### config.mk
export PLATFORM = sky130hd
export DESIGN_NAME = pc_fetch_block_flat
export DESIGN_NICKNAME = d
export VERILOG_FILES = /design/src/rtl/pc_fetch_block_if.sv /design/src/rtl/pc_fetch_block.sv /design/src/flat_wrapper.sv
export SDC_FILE = /design/constraint.sdc
export NUM_CORES = 1
export LEC_CHECK = 0
export BUFFER_PORTS_ARGS = -buffer_cell sky130_fd_sc_hd__buf_2
export CAP_MARGIN = 20
export CORE_MARGIN = 4
export CORE_UTILIZATION = 40
export DETAILED_ROUTE_END_ITERATION = 8
export PLACE_DENSITY = 0.67
export SETUP_SLACK_MARGIN = 0.4
export SYNTH_ARGS = -nofsm -noshare
export SYNTH_HDL_FRONTEND = slang
export SYNTH_SLANG_ARGS = --single-unit
### constraint.sdc
create_clock -name clk -period 6.3 [get_ports clk]
set_input_delay 1.575 -clock clk [delete_from_list [all_inputs] [get_ports clk]]
set_output_delay 1.575 -clock clk [all_outputs]
set_load 0.02 [all_outputs]
### src/rtl/pc_fetch_block_if.sv
// ---------------------------------------------------------------------------
// pc_fetch_block_if
// Purpose : groups the fetch stage's jump-control, hazard, program-memory and
//           IF/ID signals into one bundle.
// Modports:
//   master - used by pc_fetch_block (drives pm_addr/pm_req and the IF/ID
//            outputs, receives redirect, stall and memory data)
//   slave  - used by the surrounding pipeline / memory model
// Signals :
//   jmp_loc[ADDR_W]    redirect target          pc_mux_sel  redirect request
//   stall              decode hazard hold        pm_data[INSTR_W] memory data
//   pm_ready           pm_data valid for pm_addr pm_addr[ADDR_W] fetch address
//   pm_req             fetch request             instr_out[INSTR_W] IF/ID instr
//   op[6]              opcode field of instr_out instr_valid IF/ID holds real instr
//   current_address    address of instr_out      fetch_err   sticky timeout flag
// ---------------------------------------------------------------------------
interface pc_fetch_block_if #(
    parameter int ADDR_W  = 16,
    parameter int INSTR_W = 32
);
    logic [ADDR_W-1:0]  jmp_loc;
    logic               pc_mux_sel;
    logic               stall;
    logic [INSTR_W-1:0] pm_data;
    logic               pm_ready;
    logic [ADDR_W-1:0]  pm_addr;
    logic               pm_req;
    logic [INSTR_W-1:0] instr_out;
    logic [5:0]         op;
    logic               instr_valid;
    logic [ADDR_W-1:0]  current_address;
    logic               fetch_err;

    modport master (
        input  jmp_loc, pc_mux_sel, stall, pm_data, pm_ready,
        output pm_addr, pm_req, instr_out, op, instr_valid, current_address, fetch_err
    );

    modport slave (
        output jmp_loc, pc_mux_sel, stall, pm_data, pm_ready,
        input  pm_addr, pm_req, instr_out, op, instr_valid, current_address, fetch_err
    );
endinterface

### src/rtl/pc_fetch_block.sv
// ---------------------------------------------------------------------------
// pc_fetch_block
// Purpose : instruction-fetch stage. Holds the program counter, drives the
//           program-memory request, latches fetched instructions into the
//           IF/ID register and redirects on requests from jump control,
//           inserting bubbles on redirect, stall or memory wait.
// Ports   :
//   clk    - clock, all state updates on the rising edge
//   reset  - asynchronous, active-low reset
//   bus    - pc_fetch_block_if.master (redirect, stall, program memory, IF/ID)
// Options :
//   FETCH_TIMEOUT_EN - when defined, a WAIT that lasts TIMEOUT cycles raises
//                      the sticky fetch_err flag and restarts fetch at 0xF000.
//                      When undefined, fetch_err is tied low and WAIT may last
//                      indefinitely.
// ---------------------------------------------------------------------------
module pc_fetch_block #(
    parameter int              ADDR_W       = 16,
    parameter int              INSTR_W      = 32,
    parameter logic [ADDR_W-1:0] RESET_VEC  = '0,
    parameter int              FLUSH_CYCLES = 1,
    parameter int              TIMEOUT      = 64
) (
    input  logic              clk,
    input  logic              reset,
    pc_fetch_block_if.master  bus
);

    localparam logic [1:0] ST_BOOT  = 2'd0;
    localparam logic [1:0] ST_FETCH = 2'd1;
    localparam logic [1:0] ST_WAIT  = 2'd2;
    localparam logic [1:0] ST_FLUSH = 2'd3;

    // Elaboration-time parameter sanity checks.
    if (FLUSH_CYCLES < 1 || FLUSH_CYCLES > 7) begin : g_bad_flush
        $error("pc_fetch_block: FLUSH_CYCLES must be in 1..7");
    end
    if (TIMEOUT < 1) begin : g_bad_timeout
        $error("pc_fetch_block: TIMEOUT must be at least 1");
    end
    if (INSTR_W < 6) begin : g_bad_instr_w
        $error("pc_fetch_block: INSTR_W must be at least 6");
    end

    logic [ADDR_W-1:0]  r_pc;
    logic [INSTR_W-1:0] r_instr;
    logic               r_valid;
    logic [ADDR_W-1:0]  r_cur_addr;
    logic [1:0]         r_state;
    logic [2:0]         r_flush_cnt;

    logic [ADDR_W-1:0]  w_pc_next;
    logic [INSTR_W-1:0] w_instr_next;
    logic               w_valid_next;
    logic [ADDR_W-1:0]  w_cur_addr_next;
    logic [1:0]         w_state_next;
    logic [2:0]         w_flush_cnt_next;
    logic               w_fetching;

`ifdef FETCH_TIMEOUT_EN
    localparam int               WAIT_CNT_W = $clog2(TIMEOUT + 1);
    localparam logic [ADDR_W-1:0] ERR_VEC   = ADDR_W'(16'hF000);

    logic [WAIT_CNT_W-1:0] r_wait_cnt;
    logic [WAIT_CNT_W-1:0] w_wait_cnt_next;
    logic                  r_fetch_err;
    logic                  w_fetch_err_next;
`endif

    assign w_fetching = (r_state == ST_FETCH) || (r_state == ST_WAIT);

    // The request is withdrawn combinationally when a stall or redirect is
    // present, so memory never sees a request for an address about to be
    // abandoned.
    assign bus.pm_req          = w_fetching & ~bus.stall & ~bus.pc_mux_sel;
    assign bus.pm_addr         = r_pc;
    assign bus.instr_out       = r_instr;
    assign bus.op              = r_instr[INSTR_W-1 -: 6];
    assign bus.instr_valid     = r_valid;
    assign bus.current_address = r_cur_addr;

`ifdef FETCH_TIMEOUT_EN
    assign bus.fetch_err = r_fetch_err;
`else
    assign bus.fetch_err = 1'b0;
`endif

    always_comb begin
        w_pc_next        = r_pc;
        w_instr_next     = r_instr;
        w_valid_next     = r_valid;
        w_cur_addr_next  = r_cur_addr;
        w_state_next     = r_state;
        w_flush_cnt_next = r_flush_cnt;
`ifdef FETCH_TIMEOUT_EN
        // Cleared unless the WAIT branch below extends the run.
        w_wait_cnt_next  = '0;
        w_fetch_err_next = r_fetch_err;
`endif

        if (r_state == ST_BOOT) begin
            // Single idle cycle after reset release; redirects are not
            // accepted until fetch is running.
            w_state_next = ST_FETCH;
        end else if (bus.pc_mux_sel) begin
            // Redirect wins over stall and over any data arriving this cycle.
            w_pc_next        = bus.jmp_loc;
            w_instr_next     = '0;
            w_valid_next     = 1'b0;
            w_flush_cnt_next = 3'(FLUSH_CYCLES - 1);
            w_state_next     = (FLUSH_CYCLES > 1) ? ST_FLUSH : ST_FETCH;
        end else if (bus.stall) begin
            // Hold everything; defaults already do that.
        end else if (r_state == ST_FLUSH) begin
            w_valid_next = 1'b0;
            // Leave FLUSH as the count reaches zero so the redirect cycle plus
            // the flush cycles total FLUSH_CYCLES bubbles.
            if (r_flush_cnt <= 3'd1) begin
                w_flush_cnt_next = '0;
                w_state_next     = ST_FETCH;
            end else begin
                w_flush_cnt_next = r_flush_cnt - 3'd1;
            end
        end else if (bus.pm_ready) begin
            w_instr_next    = bus.pm_data;
            w_cur_addr_next = r_pc;
            w_valid_next    = 1'b1;
            w_pc_next       = r_pc + 1'b1;
            w_state_next    = ST_FETCH;
        end else begin
            w_valid_next = 1'b0;
            w_state_next = ST_WAIT;
`ifdef FETCH_TIMEOUT_EN
            // Only cycles already in WAIT count toward the timeout.
            if (r_state == ST_WAIT) begin
                if (r_wait_cnt == WAIT_CNT_W'(TIMEOUT - 1)) begin
                    w_fetch_err_next = 1'b1;
                    w_pc_next        = ERR_VEC;
                    w_state_next     = ST_FETCH;
                end else begin
                    w_wait_cnt_next = r_wait_cnt + 1'b1;
                end
            end
`endif
        end
    end

    always_ff @(posedge clk or negedge reset) begin
        if (!reset) begin
            r_pc        <= RESET_VEC;
            r_instr     <= '0;
            r_valid     <= 1'b0;
            r_cur_addr  <= '0;
            r_state     <= ST_BOOT;
            r_flush_cnt <= '0;
        end else begin
            r_pc        <= w_pc_next;
            r_instr     <= w_instr_next;
            r_valid     <= w_valid_next;
            r_cur_addr  <= w_cur_addr_next;
            r_state     <= w_state_next;
            r_flush_cnt <= w_flush_cnt_next;
        end
    end

`ifdef FETCH_TIMEOUT_EN
    always_ff @(posedge clk or negedge reset) begin
        if (!reset) begin
            r_wait_cnt  <= '0;
            r_fetch_err <= 1'b0;
        end else begin
            r_wait_cnt  <= w_wait_cnt_next;
            r_fetch_err <= w_fetch_err_next;
        end
    end
`endif

endmodule

### src/flat_wrapper.sv
// flat-port wrapper written by rule: the top's interface ports become plain ports
module pc_fetch_block_flat 
#(
    parameter int              ADDR_W       = 16,
    parameter int              INSTR_W      = 32,
    parameter logic [ADDR_W-1:0] RESET_VEC  = '0,
    parameter int              FLUSH_CYCLES = 1,
    parameter int              TIMEOUT      = 64
)
  (clk, reset, bus_jmp_loc, bus_pc_mux_sel, bus_stall, bus_pm_data, bus_pm_ready, bus_pm_addr, bus_pm_req, bus_instr_out, bus_op, bus_instr_valid, bus_current_address, bus_fetch_err);
  pc_fetch_block_if #(.ADDR_W(ADDR_W), .INSTR_W(INSTR_W)) bus_i ();
  input  logic clk;
  input  logic reset;
  input wire logic [$bits(bus_i.jmp_loc)-1:0] bus_jmp_loc;
  input wire logic [$bits(bus_i.pc_mux_sel)-1:0] bus_pc_mux_sel;
  input wire logic [$bits(bus_i.stall)-1:0] bus_stall;
  input wire logic [$bits(bus_i.pm_data)-1:0] bus_pm_data;
  input wire logic [$bits(bus_i.pm_ready)-1:0] bus_pm_ready;
  output wire logic [$bits(bus_i.pm_addr)-1:0] bus_pm_addr;
  output wire logic [$bits(bus_i.pm_req)-1:0] bus_pm_req;
  output wire logic [$bits(bus_i.instr_out)-1:0] bus_instr_out;
  output wire logic [$bits(bus_i.op)-1:0] bus_op;
  output wire logic [$bits(bus_i.instr_valid)-1:0] bus_instr_valid;
  output wire logic [$bits(bus_i.current_address)-1:0] bus_current_address;
  output wire logic [$bits(bus_i.fetch_err)-1:0] bus_fetch_err;
  assign bus_i.jmp_loc = bus_jmp_loc;
  assign bus_i.pc_mux_sel = bus_pc_mux_sel;
  assign bus_i.stall = bus_stall;
  assign bus_i.pm_data = bus_pm_data;
  assign bus_i.pm_ready = bus_pm_ready;
  assign bus_pm_addr = bus_i.pm_addr;
  assign bus_pm_req = bus_i.pm_req;
  assign bus_instr_out = bus_i.instr_out;
  assign bus_op = bus_i.op;
  assign bus_instr_valid = bus_i.instr_valid;
  assign bus_current_address = bus_i.current_address;
  assign bus_fetch_err = bus_i.fetch_err;
  pc_fetch_block #(.ADDR_W(ADDR_W), .INSTR_W(INSTR_W), .RESET_VEC(RESET_VEC), .FLUSH_CYCLES(FLUSH_CYCLES), .TIMEOUT(TIMEOUT)) u_core (.clk(clk), .reset(reset), .bus(bus_i));
endmodule
# Word level (Yosys, flattened, before mapping)
# Index checks and enable logic that the tools add are counted.
# Widths: inputs -> output; s select.
dict set report word_totals {
  ff_bits 70
  latchBits 0
  ram_bits 0
  rom_bits 0
  input_bits 53
  output_inout_bits 73
  word_cells 53
  memories 0
}
dict set report op_classes {
  n_addsub 2
  multipliers 0
  div 0
  order_cmp 1
  eq_ne 7
  n_shift 0
  n_mux 22
  bitwise 6
  reduce_logical 9
}
# op n
set ops {}
lappend ops {{$mux 32} 4}
lappend ops {{$mux 16} 4}
lappend ops {{$add 16x1->16 const B} 1}
lappend ops {{$mux 2} 6}
lappend ops {{$mux 3} 4}
lappend ops {{$reduce_and 5->1} 1}
lappend ops {{$eq 2x2->1 const B} 2}
lappend ops {{$mux 1} 4}
lappend ops {{$ne 2x2->1 const B} 2}
lappend ops {{$ne 4x3->1 const B} 1}
lappend ops {{$not 1->1} 4}
lappend ops {{$reduce_and 2->1} 2}
lappend ops {{$reduce_and 4->1} 1}
lappend ops {{$reduce_bool 2->1} 2}
lappend ops {{$le 3x1->1 const B} 1}
lappend ops {{$ne 3x2->1 const B} 1}
lappend ops {{$reduce_and 3->1} 1}
lappend ops {{$sub 3x1->3 const B} 1}
lappend ops {{$and 1x1->1} 2}
lappend ops {{$eq 2x1->1 const B} 1}
lappend ops {{$logic_not 2->1} 1}
lappend ops {{$logic_or 1x1->1} 1}

# Depth between registers and ports, before layout
dict set report depth {
  word_depth 6
  ltp_mapped 9
  mapped_depth_nobuf 6
}

# Least setup slack after synthesis
# Ideal clock, no wire load.
dict set report synth_timing {
  path_kind {input to output}
  start {input bus_pc_mux_sel}
  end {output bus_pm_req}
  arrival_ps 2510
  t_required_ps 4725
  setup_slack_ps 2215
  path_stages 3
  n_path_buf 2
  cell_sequence {clkbuf_1 > clkbuf_1 > nor3b_1}
}
dict set report synth_between {
  elab_chain_cells 2
}
# element line
set synth_rtl {}
lappend synth_rtl {{from (decl)} flat_wrapper.sv:15} ;# input wire logic [$bits(bus_i.pc_mux_sel)-1:0] bus_pc_mux_sel;
lappend synth_rtl {{$not 1->1 (no line)} n/a}
lappend synth_rtl {{$and 1x1->1} pc_fetch_block.sv:75} ;# assign bus.pm_req = w_fetching & ~bus.stall & ~bus.pc_mux_sel;
lappend synth_rtl {{to (decl)} flat_wrapper.sv:20} ;# output wire logic [$bits(bus_i.pm_req)-1:0] bus_pm_req;
# Every way passes these cells.

# Final worst setup path
# Same ends and word-level chain as after synthesis.

==> reports/summary.md <==
The leading cell type in the layout, fill and taps excluded was sky130_fd_sc_hd__buf_2. The run gives 3 as the H-tree depth. Dividing total power by cell area gives a power density of 374 nW/um2.

In the routed design, unresolved DRC markers number 0. The post-route netlist has 34.0% of its cells at a drive strength greater than 1. The number of enable-type register cells in the synthesized netlist was 0; the total number of yosys warnings was 0. After floorplanning, the core was divided into 32 placement rows. The first routing iteration left 197 violations.

Setup repair after global routing left no endpoint under its margin. The leakage power figure is 2.07 nW, and the clock-pin slew on the worst setup and hold paths is 70 ps. In this run, post-CTS hold repair placed 0 buffers. The critical path data required time came out at 4720 ps. The routed design could run at a clock period as short as 3820 ps. The logs give 8560 um for the routed wire length and 330 ps for the clock latency on the worst-skew pair. The number of port buffers was 124; the via density per instance was 5.19. The clock passes through at most 2 buffers.

When the netlist entered floorplanning its net count stood at 413. The per-instance average area after synthesis is 9.35 um2, and the transition time of the tightest slew-check pin is 879 ps. The cell count after synthesis came out at 354. STA classifies the critical path startpoint as an input pin. The wire length per cell came out at 15.0 um. The clock root buffer is sky130_fd_sc_hd__clkbuf_8. The largest individual stage delay along the critical path comes from the cell sky130_fd_sc_hd__buf_2. Setup violations remaining at the end of the flow were counted as 0.

The routed layout has 2961 vias. The core region is 7890 um2. The number of buffers and inverters on the critical path works out to 2.

The y dimension of the die is 99.0 um, and the part of the power in the clock network is 23.6%. After global routing the overflow that remains totals 0. The congestion estimate from routability-driven global placement came to 0.836. The cell seen most often among critical-path stages was sky130_fd_sc_hd__buf_2.

The starting density of the core is 42.0%, and the final total negative setup slack is 0 ps. The completed layout was analyzed and its total power is 1.55 mW. The tightest slew margin relative to the limit is 41.4%, and the via count of the first global-routing pass is 2822. Post-route fraction of the period consumed by the critical path: 60.7%.

Hold violation count in the final report: 0. The kind of cell with the highest combined delay along the critical path is buffers and inverters. Relative to the synthesized area, the layout overhead comes to 25.2%. In this run the worst path has a maximum fanout of 23.

The worst IR drop on VDD came out at 0.000145 V. The floorplan step defined a die boundary enclosing 9790 um2. The share of the yosys chip area belonging to registers was 52.9%. The worst setup path is captured at an output pin.

Summed over all nets, the switching power comes to 605 uW. The critical path goes through buf_2 -> nor3b_1 -> buf_2. In this run, distinct cell masters in the synthesized netlist total 42. The critical setup path kind is in2out. The number of max-slew violations in the final report is 0.

In the layout the commonest cells are sky130_fd_sc_hd__buf_2, sky130_fd_sc_hd__nand2_1, sky130_fd_sc_hd__dfrtp_1, sky130_fd_sc_hd__o21ai_0, sky130_fd_sc_hd__nor3_1. The run gives 0 as the number of gates given a new drive strength after cts. The first TritonRoute pass finished after 4 iterations. Counting flops and latches in the post-synthesis netlist gives 70.

During I/O placement, the number of pins put on the boundary was 126. The path class of the tightest hold or removal check is reg2reg. Combinational logic burns 33.7% of the power.

On the final layout, the worst clock skew is 10.3 ps. The maximum clock frequency was 261 MHz; the number of antenna-violating nets in the routed design was 0. The sequential fraction of design power came out at 42.8%. Dominant register cell in the synthesized netlist: sky130_fd_sc_hd__dfrtp_1.

The net count reported at finish came out at 522. The first global-routing pass estimated 14200 um of wire. After clock tree synthesis, the setup repair step added 0 buffers. The total CTS buffers is 9, and the post-DP HPWL is 6050 um. The internal power of the cells totals 945 uW. For the global-route usage over all layers, the log shows 17.9%.

After synthesis the cells add up to 3310 um2. TritonCTS built the clock tree. The tools report the arrival time of the worst setup path as 2250 ps. After synthesis, the share of flip-flops with an asynchronous set or reset is 100%. Max-cap violations in this run came to 0. The number of sinks handled by clock tree synthesis is 70, and the fraction of the core area covered by cells at the end of the flow is 52.5%.

Entering global routing, the biggest net connects 78 pins. Number of antenna violations at the first check in global routing: 0. Measured along the x axis, the die boundary spans 99.0 um. The switching fraction of total power came out at 39.0%.

The repair_antennas step left the layout with diodes totalling 0. The flow ran to the end, and the final reports show no timing, DRC or antenna violations. The peak per-stage delay on the critical path was 240 ps.
## final cells by class
cell class / count / area [um2]
clock inverter: 6 / 61.3
multi-input combinational: 243 / 1360
sequential: 70 / 1750
inverter: 13 / 48.8
clock buffer: 10 / 138
tap: 102 / 128
fill: 757 / 3740
timing repair buffer: 126 / 656
## routing by layer
metal  global-route usage, %  wire length (um)
met5                       0                 0
met3                    3.33               600
met4                    6.83               122
met2                    28.3              4110
met1                    24.3              3730
## worst reg2reg max path, delay by kind of cell (launching register included)
family | cells | cell delay [ps]
fa+ha+maj | 1 | 280
buf+inv | 1 | 70
flops | 1 | 420
simple gates | 4 | 1480
## registers in the layout (all words and copies together) (netlist names)
signal	count
u_core.r_state	2
u_core.bus.instr_out	32
u_core.r_flush_cnt	3
u_core.bus.instr_valid	1
u_core.bus.pm_addr	16
u_core.bus.current_address	16
## Yosys cell counts (3+ instances only)
cell type	count	area (um2)
sky130_fd_sc_hd__mux2_2	10	113
sky130_fd_sc_hd__nand3_1	5	25.0
sky130_fd_sc_hd__a211oi_1	5	37.5
sky130_fd_sc_hd__a21o_1	3	22.5
sky130_fd_sc_hd__mux2i_1	3	30.0
sky130_fd_sc_hd__nor4_1	5	31.3
sky130_fd_sc_hd__dfrtp_1	70	1750
sky130_fd_sc_hd__inv_1	12	45.0
sky130_fd_sc_hd__nor3_1	15	75.1
sky130_fd_sc_hd__buf_2	7	35.0
sky130_fd_sc_hd__a22oi_1	6	45.0
sky130_fd_sc_hd__a21oi_1	12	60.1
sky130_fd_sc_hd__o21ai_0	48	240
sky130_fd_sc_hd__nand4_1	7	43.8
sky130_fd_sc_hd__ha_1	6	75.1
sky130_fd_sc_hd__nand2_1	77	289
sky130_fd_sc_hd__o22ai_1	4	25.0
sky130_fd_sc_hd__nor2_1	10	37.5
sky130_fd_sc_hd__or2_2	4	25.0
sky130_fd_sc_hd__clkbuf_1	13	48.8
sky130_fd_sc_hd__buf_4	7	52.6
sky130_fd_sc_hd__nand2b_1	4	25.0
## metrics by stage
step	hold WS, ps	setup WS, ps	instance area [um2]	cells
floorplan	484	2220	3310	354
global placement	457	2280	3920	553
detailed placement	466	2170	3920	553
CTS	484	2470	4120	569
global route	502	2390	4140	570
finish	475	2480	4140	570
## logic make-up (layout without fill, tap and decap cells)
family | after synthesis | in the layout | synth area share, %
AO/OA/AOI/OAI | 87 | 87 | 15.5
AND/OR/NAND/NOR | 136 | 136 | 18.9
other | 1 | 1 | 0.113
buffers and inverters | 41 | 155 | 5.94
adder cells (fa/ha/maj) | 6 | 6 | 2.27
multiplexers | 13 | 13 | 4.31
flip-flops | 70 | 70 | 52.9
## power groups by stage
| stage | clock network (mW) | logic, mW | registers, mW |
|---|---|---|---|
| 6_report | 0.365 | 0.522 | 0.663 |
| 5_1_grt | 0.399 | 0.574 | 0.683 |
| 4_1_cts | 0.372 | 0.527 | 0.662 |
| 3_5_place_dp | 0 | 0.527 | 0.670 |
| 3_3_place_gp | 0 | 0.512 | 0.663 |
| 2_1_floorplan | 0 | 0.236 | 0.771 |
## final timing paths
kind / start / end / slack (ps) / depth (start not counted)
worst max-delay path: bus_pc_mux_sel / bus_pm_req / 2480 / 3
worst min-delay path: u_core.bus.current_address[15] / u_core.bus.current_address[15] / 480 / 1
worst max register to register: u_core.r_state[0] / u_core.bus.pm_addr[10] / 3960 / 6
worst min register to register: u_core.bus.current_address[15] / u_core.bus.current_address[15] / 480 / 1
max in group asynchronous: reset / u_core.bus.instr_out[1] / 4290 / 2
min in group asynchronous: reset / u_core.bus.instr_out[26] / 1430 / 2
Power figures use the tool's default switching activity.
